### src/rtl/tx_gearbox.sv
// 66b-block to 32b-word gearbox with optional x^58+x^39+1 payload scrambler.
// Bits are held MSB-aligned in a 98-bit buffer; the oldest bit sits at bit 97.
module tx_gearbox #(
    parameter int          SCRAMBLE = 1,
    parameter logic [57:0] SEED     = 58'h3FF_FFFF_FFFF_FFFF
) (
    input  logic        clk_i,
    input  logic        rst_i,
    input  logic [1:0]  header_i,
    input  logic [63:0] data_i,
    input  logic        data_valid_i,
    output logic        ready_o,
    output logic [31:0] word_o,
    output logic        word_valid_o,
    output logic        underrun_o
);
    localparam int BUF_W = 98;

    logic [BUF_W-1:0] r_buf;
    logic [6:0]       r_cnt;
    logic [57:0]      r_scr;
    logic [31:0]      r_word;
    logic             r_wv;
    logic             r_und;

    logic             w_emit;
    logic             w_accept;
    logic [6:0]       w_rem;
    logic [63:0]      w_payload;
    logic [57:0]      w_scr_nxt;
    logic [BUF_W-1:0] w_shift;
    logic [BUF_W-1:0] w_blk;
    logic [BUF_W-1:0] w_buf_nxt;
    logic [6:0]       w_cnt_nxt;

    assign ready_o      = (r_cnt < 7'd64);
    assign w_emit       = (r_cnt >= 7'd32);
    assign w_accept     = data_valid_i && ready_o;
    assign word_o       = r_word;
    assign word_valid_o = r_wv;
    assign underrun_o   = r_und;

    // Whole payload scrambled in one cycle, bit 63 first (transmit order).
    always_comb begin
        w_payload = data_i;
        w_scr_nxt = r_scr;
        if (SCRAMBLE != 0) begin
            for (int i = 0; i < 64; i++) begin
                w_payload[63-i] = data_i[63-i] ^ w_scr_nxt[38] ^ w_scr_nxt[57];
                w_scr_nxt       = {w_scr_nxt[56:0], w_payload[63-i]};
            end
        end
    end

    // Emit is decided on the pre-accept count; the new block lands right
    // behind whatever survives the emit.
    always_comb begin
        w_rem     = w_emit ? (r_cnt - 7'd32) : r_cnt;
        w_shift   = w_emit ? {r_buf[BUF_W-33:0], 32'd0} : r_buf;
        w_blk     = {header_i, w_payload, 32'd0} >> w_rem;
        w_buf_nxt = w_shift | (w_accept ? w_blk : '0);
        w_cnt_nxt = w_rem + (w_accept ? 7'd66 : 7'd0);
    end

    always_ff @(posedge clk_i or posedge rst_i) begin
        if (rst_i) begin
            r_buf  <= '0;
            r_cnt  <= '0;
            r_scr  <= SEED;
            r_word <= '0;
            r_wv   <= 1'b0;
            r_und  <= 1'b0;
        end else begin
            r_buf <= w_buf_nxt;
            r_cnt <= w_cnt_nxt;
            if (w_emit)
                r_word <= r_buf[BUF_W-1:BUF_W-32];
            r_wv  <= w_emit;
            r_und <= r_wv && !w_emit;
            if (w_accept)
                r_scr <= w_scr_nxt;
        end
    end
endmodule

### config.mk
export PLATFORM = sky130hd
export DESIGN_NAME = tx_gearbox
export DESIGN_NICKNAME = d
export VERILOG_FILES = /design/src/rtl/tx_gearbox.sv
export SDC_FILE = /design/constraint.sdc
export NUM_CORES = 1
export LEC_CHECK = 0
export BUFFER_PORTS_ARGS = -buffer_cell sky130_fd_sc_hd__buf_2
export CAP_MARGIN = 10
export CELL_PAD_IN_SITES_DETAIL_PLACEMENT = 1
export CELL_PAD_IN_SITES_GLOBAL_PLACEMENT = 2
export CORE_MARGIN = 2
export CORE_UTILIZATION = 42
export CTS_CLUSTER_DIAMETER = 120
export DETAILED_ROUTE_END_ITERATION = 6
export PLACE_DENSITY_LB_ADDON = 0.1
export SYNTH_ARGS = -nofsm -noshare
export SYNTH_HDL_FRONTEND = slang
export SYNTH_SLANG_ARGS = --single-unit
### constraint.sdc
create_clock -name clk_i -period 8.33 [get_ports clk_i]
set_input_delay 0.4165 -clock clk_i [delete_from_list [all_inputs] [get_ports clk_i]]
set_output_delay 0.4165 -clock clk_i [all_outputs]
set_load 0.02 [all_outputs]
## After elaboration in Yosys (flattened, before gate mapping)

Cells that the tools add are included.

- Add/sub/neg operators: 2
- Magnitude comparators: 2
- Shift-type cells: 1
- Mux-type cells: 4
- Bitwise operators: 129
- Reduce and logical (&&, ||, !) cells: 3

Operator list:

| cell | number |
|---|---|
| 2-to-1 mux 98 bit | 2 |
| bitwise XOR 1 bit | 128 |
| OR 98 bit | 1 |
| right shift 98 x 7 -> 98 bit | 1 |
| 2-to-1 mux 7 bit | 2 |
| adder 7 bit | 1 |
| greater-or-equal comparator 7 x 6 -> 1 bit (second input constant) | 1 |
| less-than comparator 7 bit (second input constant) | 1 |
| subtractor 7 x 6 -> 7 bit (second input constant) | 1 |
| logical AND 1 bit | 2 |
| logical NOT 1 bit | 1 |

- Flip-flop bits (word level): 197
- Output and inout bits: 35
- Logic and storage cells: 147

## Logic depth before layout (Yosys ltp)

Gate-level depths: netlist (run 1).

- Depth in word-level cells: 7
- Mapped depth: 9

## Worst setup path before layout (run 1)

No wires, ideal clock.

- Path type: flip-flop to flip-flop
- Start point: reg r_scr[38]
- End point: reg r_buf[46]
- Arrival: 2.250 ns
- Required time: 8.250 ns
- Slack: 6.000 ns
- Cell stages (with the launch flop): 7
- Path buffers: 0
- Period minus slack after synthesis: 2.330 ns
- Cell sequence: dfstp_2 -> xnor3_2 -> xnor2_2 -> mux2_4 -> mux2_2 -> mux4_2 -> o22ai_2

- Word-level cells in the longest chain between the ends: 7

RTL lines:

| item | RTL line | text |
|---|---|---|
| start: declaration | 21 | `logic [57:0] r_scr;` |
| start signal: assignment | 81 | `r_scr <= w_scr_nxt;` |
| bitwise XOR 1 bit (4 in a row) | 49 | `w_payload[63-i] = data_i[63-i] ^ w_scr_nxt[38] ^ w_scr_nxt[57];` |
| right shift 98 x 7 -> 98 bit (*) | 60 | `w_blk = {header_i, w_payload, 32'd0} >> w_rem;` |
| 2-to-1 mux 98 bit (*) | 61 | `w_buf_nxt = w_shift \| (w_accept ? w_blk : '0);` |
| OR 98 bit (*) | 61 |  |
| net w_buf_nxt[46] | 33 | `logic [BUF_W-1:0] w_buf_nxt;` |
| end signal: assignment | 74 | `r_buf <= w_buf_nxt;` |
| end: declaration | 19 | `logic [BUF_W-1:0] r_buf;` |

Mark *: on every way through the listed nets, which the timed path passes. The rest lies on a longest branch.
A chain may end at the register's enable or synchronous reset.

## Worst setup path in the final report (run 1)

- Start point: reg r_cnt[6]
- End point: reg r_buf[69]

- Word-level cells in the longest chain between the ends: 5

RTL lines:

| item | RTL line | text |
|---|---|---|
| start: declaration | 20 | `logic [6:0] r_cnt;` |
| start signal: assignment | 75 | `r_cnt <= w_cnt_nxt;` |
| subtractor 7 x 6 -> 7 bit or greater-or-equal comparator 7 x 6 -> 1 bit (tied branches) | 58, 37 |  |
| 2-to-1 mux 7 bit | 58 | `w_rem = w_emit ? (r_cnt - 7'd32) : r_cnt;` |
| right shift 98 x 7 -> 98 bit | 60 |  |
| 2-to-1 mux 98 bit | 61 |  |
| OR 98 bit (*) | 61 |  |
| net w_buf_nxt[69] | 33 |  |

Marked as above.

==> out/metrics.csv, run 1 <==
metric;value;unit
status;finished, final reports clean;
avgSynthCellArea;9.79;µm²
cts.sinks;196;
clk_pin_slew_worst_paths;0.08;ns
clk_path_buf_depth;2;
synth.distinct_cells;64;
grt_max_degree;123;
cts_buffers;17;
ant_nets;0;
nNetsFinal;1373;
grt_pass1_vias;10400;
final_layout_size_suffix_gt1_share;20.1;%
initial_core_util;42.6;%
fp.dieW;174;µm
worst_slew_pin_slew;1.17;ns
async_flop_share;100;%
numPortBuffers;103;
grt_util_all_layers;31.8;%
globalplace.congestion;0.934;
drt-pass1-iter-count;5;
n_antenna_cell;0;
root_buffer;clkbuf_16;
clkLatencyLatePin;0.45;ns
worstPathArrival;3.62;ns
dp_hpwl;34900;µm
syn-num-nets;1318;
max_slew_margin;21.7;%
ys_seq_area_share;40.8;%
synth_most_common_cell;nand2_1;
synth_flop_cell;dfrtp_1;
yosys.area.top_type;dfrtp_1;
r2r_slack;5.00;ns
io_pins;104;
std_cell_rows;62;
h-tree-depth;4;
wl_per_cell;28.1;µm
rsz0062_at_grt;false;
synthCells;1247;
nFillCells;3287;
antenna_found_initial;0;
syn2layout_area_growth;11.3;%
post_cts_buffers;0;
synth.top_cell.area_share;28.3;%
gr-total-overflow;0;
crit_type;flop to flop;
drv_cap;0;
start_kind;flop;
die_y;174;µm
setup_violations;0;
cts_resized;0;
skew;0.0133;ns
required;8.62;ns
routed_wl;47800;µm
dieArea;0.0304;mm²
drc;0;
hold_path.class;input pin to asynchronous set/reset pin;
report.final.slew_viol_count;0;
netlist_area;0.0122;mm²
yosys_warnings;0;
fin_crit;3.33;ns
critPathCaptureType;flop;
synth_edf_count;0;
cts_tree;built;
core-area;0.0286;mm²
via_per_inst;6.15;
ys_top_cells_by_area;dfrtp_1 (28%), dfstp_2 (12%), mux2i_1 (8.3%);
max_freq;301;MHz
grt_pass1_wl;71100;µm
ys_ff_latch;196;
hold_viol;0;
synth_common_cells;nand2_1 (242), dfrtp_1 (138), nor2_1 (136), mux2i_1 (101), o21ai_0 (84);
fin_setup_tns;0;ns
vias;10400;
fin_crit_sh;39.9;%
holdBufCountCts;0;
drt_iter0_drc;1074;
cp_max_fo;19;
## final cells by class
| type | count | area (µm²) | share of cell area, % |
|---|---|---|---|
| well taps | 384 | 480 | 3.54 |
| clock buffers | 19 | 443 | 3.26 |
| clock inverters | 13 | 180 | 1.33 |
| repair buffers | 120 | 643 | 4.73 |
| inverters | 14 | 62.6 | 0.460 |
| multi-input cells | 953 | 6800 | 50.0 |
| flip-flops and latches | 196 | 4980 | 36.6 |
## worst max-delay path, stage by stage, from the launching register on
cell,delay [ns]
dfrtp_1,0.43
nand2b_4,0.24
clkinv_1,0.56
nand2_1,0.81
buf_4,0.37
nor2_1,0.20
a221oi_1,0.35
o221ai_1,0.17
## cells in the final DEF (no fill, tap or decap), types with 16 or more instances in the layout
master / Yosys / routed
nand2_1: 242 / 242
dfrtp_1: 138 / 137
nor2_1: 136 / 135
buf_2: 8 / 103
mux2i_1: 101 / 101
o21ai_0: 84 / 84
dfstp_2: 58 / 58
xnor2_1: 44 / 44
o221ai_1: 42 / 42
xnor3_1: 36 / 36
o22ai_1: 30 / 30
a21oi_1: 26 / 26
mux2_2: 23 / 23
o211ai_1: 18 / 18
clkbuf_16: 0 / 17
buf_4: 2 / 17
xor2_1: 16 / 16
## sequential cells by signal, summed over array words and instances, names as in the netlist
signal / flops
r_cnt: 6
underrun_o: 1
word_o: 32
word_valid_o: 1
r_scr: 58
r_buf: 98
## cells by family after synthesis
kind of cell | Yosys count | synth area share, %
AND/OR/NAND/NOR | 416 | 13.5
AO/OA/AOI/OAI | 294 | 16.7
flip-flops | 196 | 40.8
multiplexers | 135 | 12.4
XOR/XNOR | 106 | 12.8
buffers and inverters | 98 | 3.63
adder cells (fa/ha/maj) | 2 | 0.205
## path summary, 6_finish.rpt
| path | endpoint | startpoint | cells past startpoint |
|---|---|---|---|
| worst max register to register | r_buf[69] | r_cnt[6] | 7 |
| worst min register to register | word_o[7] | word_o[7] | 2 |
| worst max-delay path | r_buf[69] | r_cnt[6] | 7 |
| worst min-delay path | word_o[29] | rst_i | 2 |
| min in group clk_i | r_buf[46] | data_valid_i | 3 |
| max in group asynchronous | r_buf[50] | rst_i | 3 |
## per-stage QoR
step                cell area (µm²)  util, %  worst slack (ns)  hold slack (ns)  instances
floorplan                     12200        -              2.67            0.438       1247
global placement              13000     45.3              5.12            0.445       1667
detailed placement            13000     45.3              4.98            0.451       1667
CTS                           13600     47.5              5.03            0.203       1699
global route                  13600     47.5              4.84            0.202       1699
finish                        13600     47.5              5.00            0.152       1699
## routing by layer
layer	routed length (µm)	GRT usage [%]	share of wire (%)	vias up
li1	-	-	-	4578
met5	0	0	0	-
met1	21400	45.5	45	5275
met2	21100	47.9	44	508
met3	3900	7.02	8.2	83
met4	1410	9.77	2.9	0
Power of run 1 is not shown: default switching activity piles up to over one toggle a cycle in this logic, so the estimate is an artifact.
==> run 2, diff against run 1 <==
--- a/config.mk
+++ b/config.mk
@@ -10,7 +10,7 @@
 export CELL_PAD_IN_SITES_DETAIL_PLACEMENT = 1
 export CELL_PAD_IN_SITES_GLOBAL_PLACEMENT = 2
 export CORE_MARGIN = 2
-export CORE_UTILIZATION = 42
+export CORE_UTILIZATION = 35
 export CTS_CLUSTER_DIAMETER = 120
 export DETAILED_ROUTE_END_ITERATION = 6
 export PLACE_DENSITY_LB_ADDON = 0.1
==> constraint.sdc (replaced) <==
create_clock -name clk_i -period 2.85 [get_ports clk_i]
set_input_delay 0.1425 -clock clk_i [delete_from_list [all_inputs] [get_ports clk_i]]
set_output_delay 0.1425 -clock clk_i [all_outputs]
set_load 0.02 [all_outputs]
==> run 2 against run 1 <==
Effect of this change:
- global-route usage down 3.3 points
- flip-flop and latch count unchanged
- sequential share of layout area down 1.9 points
- non-clock buffer count up 79
- cell count up 8.8%
- worst setup slack worse by 4.9 ns
- hold slack worse by 0.15 ns
- critical endpoint is now r_buf[37]
==> out/metrics.csv, run 2 (same netlist as run 1, synthesis figures left out) <==
metric;value;unit
via_per_inst;5.70;
crit_family;XOR/XNOR gates;
final_cell_mix;nand2_1 (242), dfrtp_1 (137), nor2_1 (135);
fin_crit_sh;95.7;%
root_buffer;clkbuf_16;
drc;0;
skew;0.0199;ns
dpl_worst_slack;-0.0739;ns
finalNonFillerCells;1849;
fin_area;0.0143;mm²
numPortBuffers;103;
vias;10500;
syn2layout_area_growth;17.4;%
grt_pass1_wl;74300;µm
required;3.19;ns
cpPeakStageDelay;0.56;ns
cts.sinks;196;
clk_path_buf_depth;2;
r2r_slack;0.12;ns
crit_cells;6;
clkLatencyLatePin;0.48;ns
report.final.slew_viol_count;0;
cp_slowest_cell;dfstp_2;
largest_register_ffs;98;
layout_commonest_cell;nand2_1;
io_pins;104;
crit_path_end;r_buf[37];
critPathCaptureType;flop;
clk_pin_slew_worst_paths;0.07;ns
ant_nets;0;
routed_wl;50400;µm
std_cell_rows;68;
final_layout_size_suffix_gt1_share;24.7;%
dp_hpwl;38300;µm
rr_worst_depth;6;
crit_buf_inv;0;
cts_tree;built;
wl_per_cell;27.3;µm
place_area;0.0137;mm²
fin_crit;2.73;ns
start_kind;flop;
cpMostUsedCell;mux2i_1;
grt_max_degree;118;
worstPathCellList;xnor3_1 > xnor2_1 > mux2i_1 > mux2i_1 > o22ai_1 > or3_1;
initial_core_util;35.4;%
core-area;0.0345;mm²
worst_slack;0.122;ns
antenna_found_initial;2;
worstPathArrival;3.07;ns
drt-pass1-iter-count;5;
h-tree-depth;4;
cts_resized;1;
grt_pass1_vias;10600;
holdBufCountCts;0;
nNetsFinal;1452;
startpoint;r_scr[35];
crit_type;flop to flop;
max_slew_margin;41.3;%
hold_path.class;input pin to asynchronous set/reset pin;
fp.dieW;191;µm
post-route-util;41.6;%
drv_cap;0;
dp_cells;1817;
die_y;191;µm
hold_viol;0;
setup_violations;0;
drt_iter0_drc;1006;
largest_register;r_buf;
status;finished, final reports clean;
dieArea;0.0364;mm²
post_cts_buffers;0;
cts_buffers;17;
grt_util_all_layers;28.5;%
rsz0062_at_grt;false;
gr-total-overflow;0;
max_freq;367;MHz
reg2reg_from;r_scr[35];
worst_slew_pin_slew;0.877;ns
globalplace.congestion;0.910;
r2r-end;r_buf[37];
cp_max_fo;4;
[run 2: cell count changes in the layout (fill, tap and decap cells not counted), sizes merged]
cell      previous run  this run
buf                120       199
bufinv               2         1
clkbuf              19        20
inv                 16        15
diode                0         1
clkinvlp             1         4
clkinv               8         5
[run 2: area by class of cell]
cell class              instances  area (µm²)
diodes                          1        2.50
clock buffers                  20         437
clock inverters                11         120
fillers                      3914       20100
inverters                      14        58.8
multi-input cells             953        6830
flip-flops and latches        196        4980
well taps                     455         569
repair buffers                199        1340
[run 2: how the worst min path moves through the flow]
stage | endpoint | slack (ns) | cells past startpoint | start
6_report | r_scr[15] | 0.005 | 2 | rst_i
2_1_floorplan | r_buf[97] | 0.35 | 2 | header_i[1]
5_1_grt | r_scr[15] | 0.04 | 2 | rst_i
3_3_place_gp | word_o[29] | 0.45 | 2 | word_o[29]
3_5_place_dp | word_o[25] | 0.45 | 2 | word_o[25]
4_1_cts | r_scr[15] | 0.0001 | 2 | rst_i
[run 2: layer usage]
| layer | vias up | track usage, % | wire, µm |
|---|---|---|---|
| met5 | - | 0 | 0 |
| met4 | 0 | 10.2 | 1630 |
| met3 | 71 | 5.78 | 3200 |
| met2 | 365 | 41.2 | 21400 |
| met1 | 5362 | 41.9 | 24200 |
| li1 | 4744 | - | - |
[run 2: through the flow]
| step | setup TNS (ns) | hold slack (ns) |
|---|---|---|
| 2_1_floorplan | 0 | 0.353 |
| 3_3_place_gp | -0.0504 | 0.446 |
| 3_5_place_dp | -0.0739 | 0.453 |
| 4_1_cts | 0 | 0.000150 |
| 5_1_grt | 0 | 0.0353 |
| 6_report | 0 | 0.00521 |
[run 2: worst reg2reg max path: stages, from the launching register on]
cell and delay, ns:
dfstp_2 0.56, xnor3_1 0.47, xnor2_1 0.44, mux2i_1 0.27, mux2i_1 0.33, o22ai_1 0.15
or3_1 0.38
Power of run 2 is left out for the same reason.
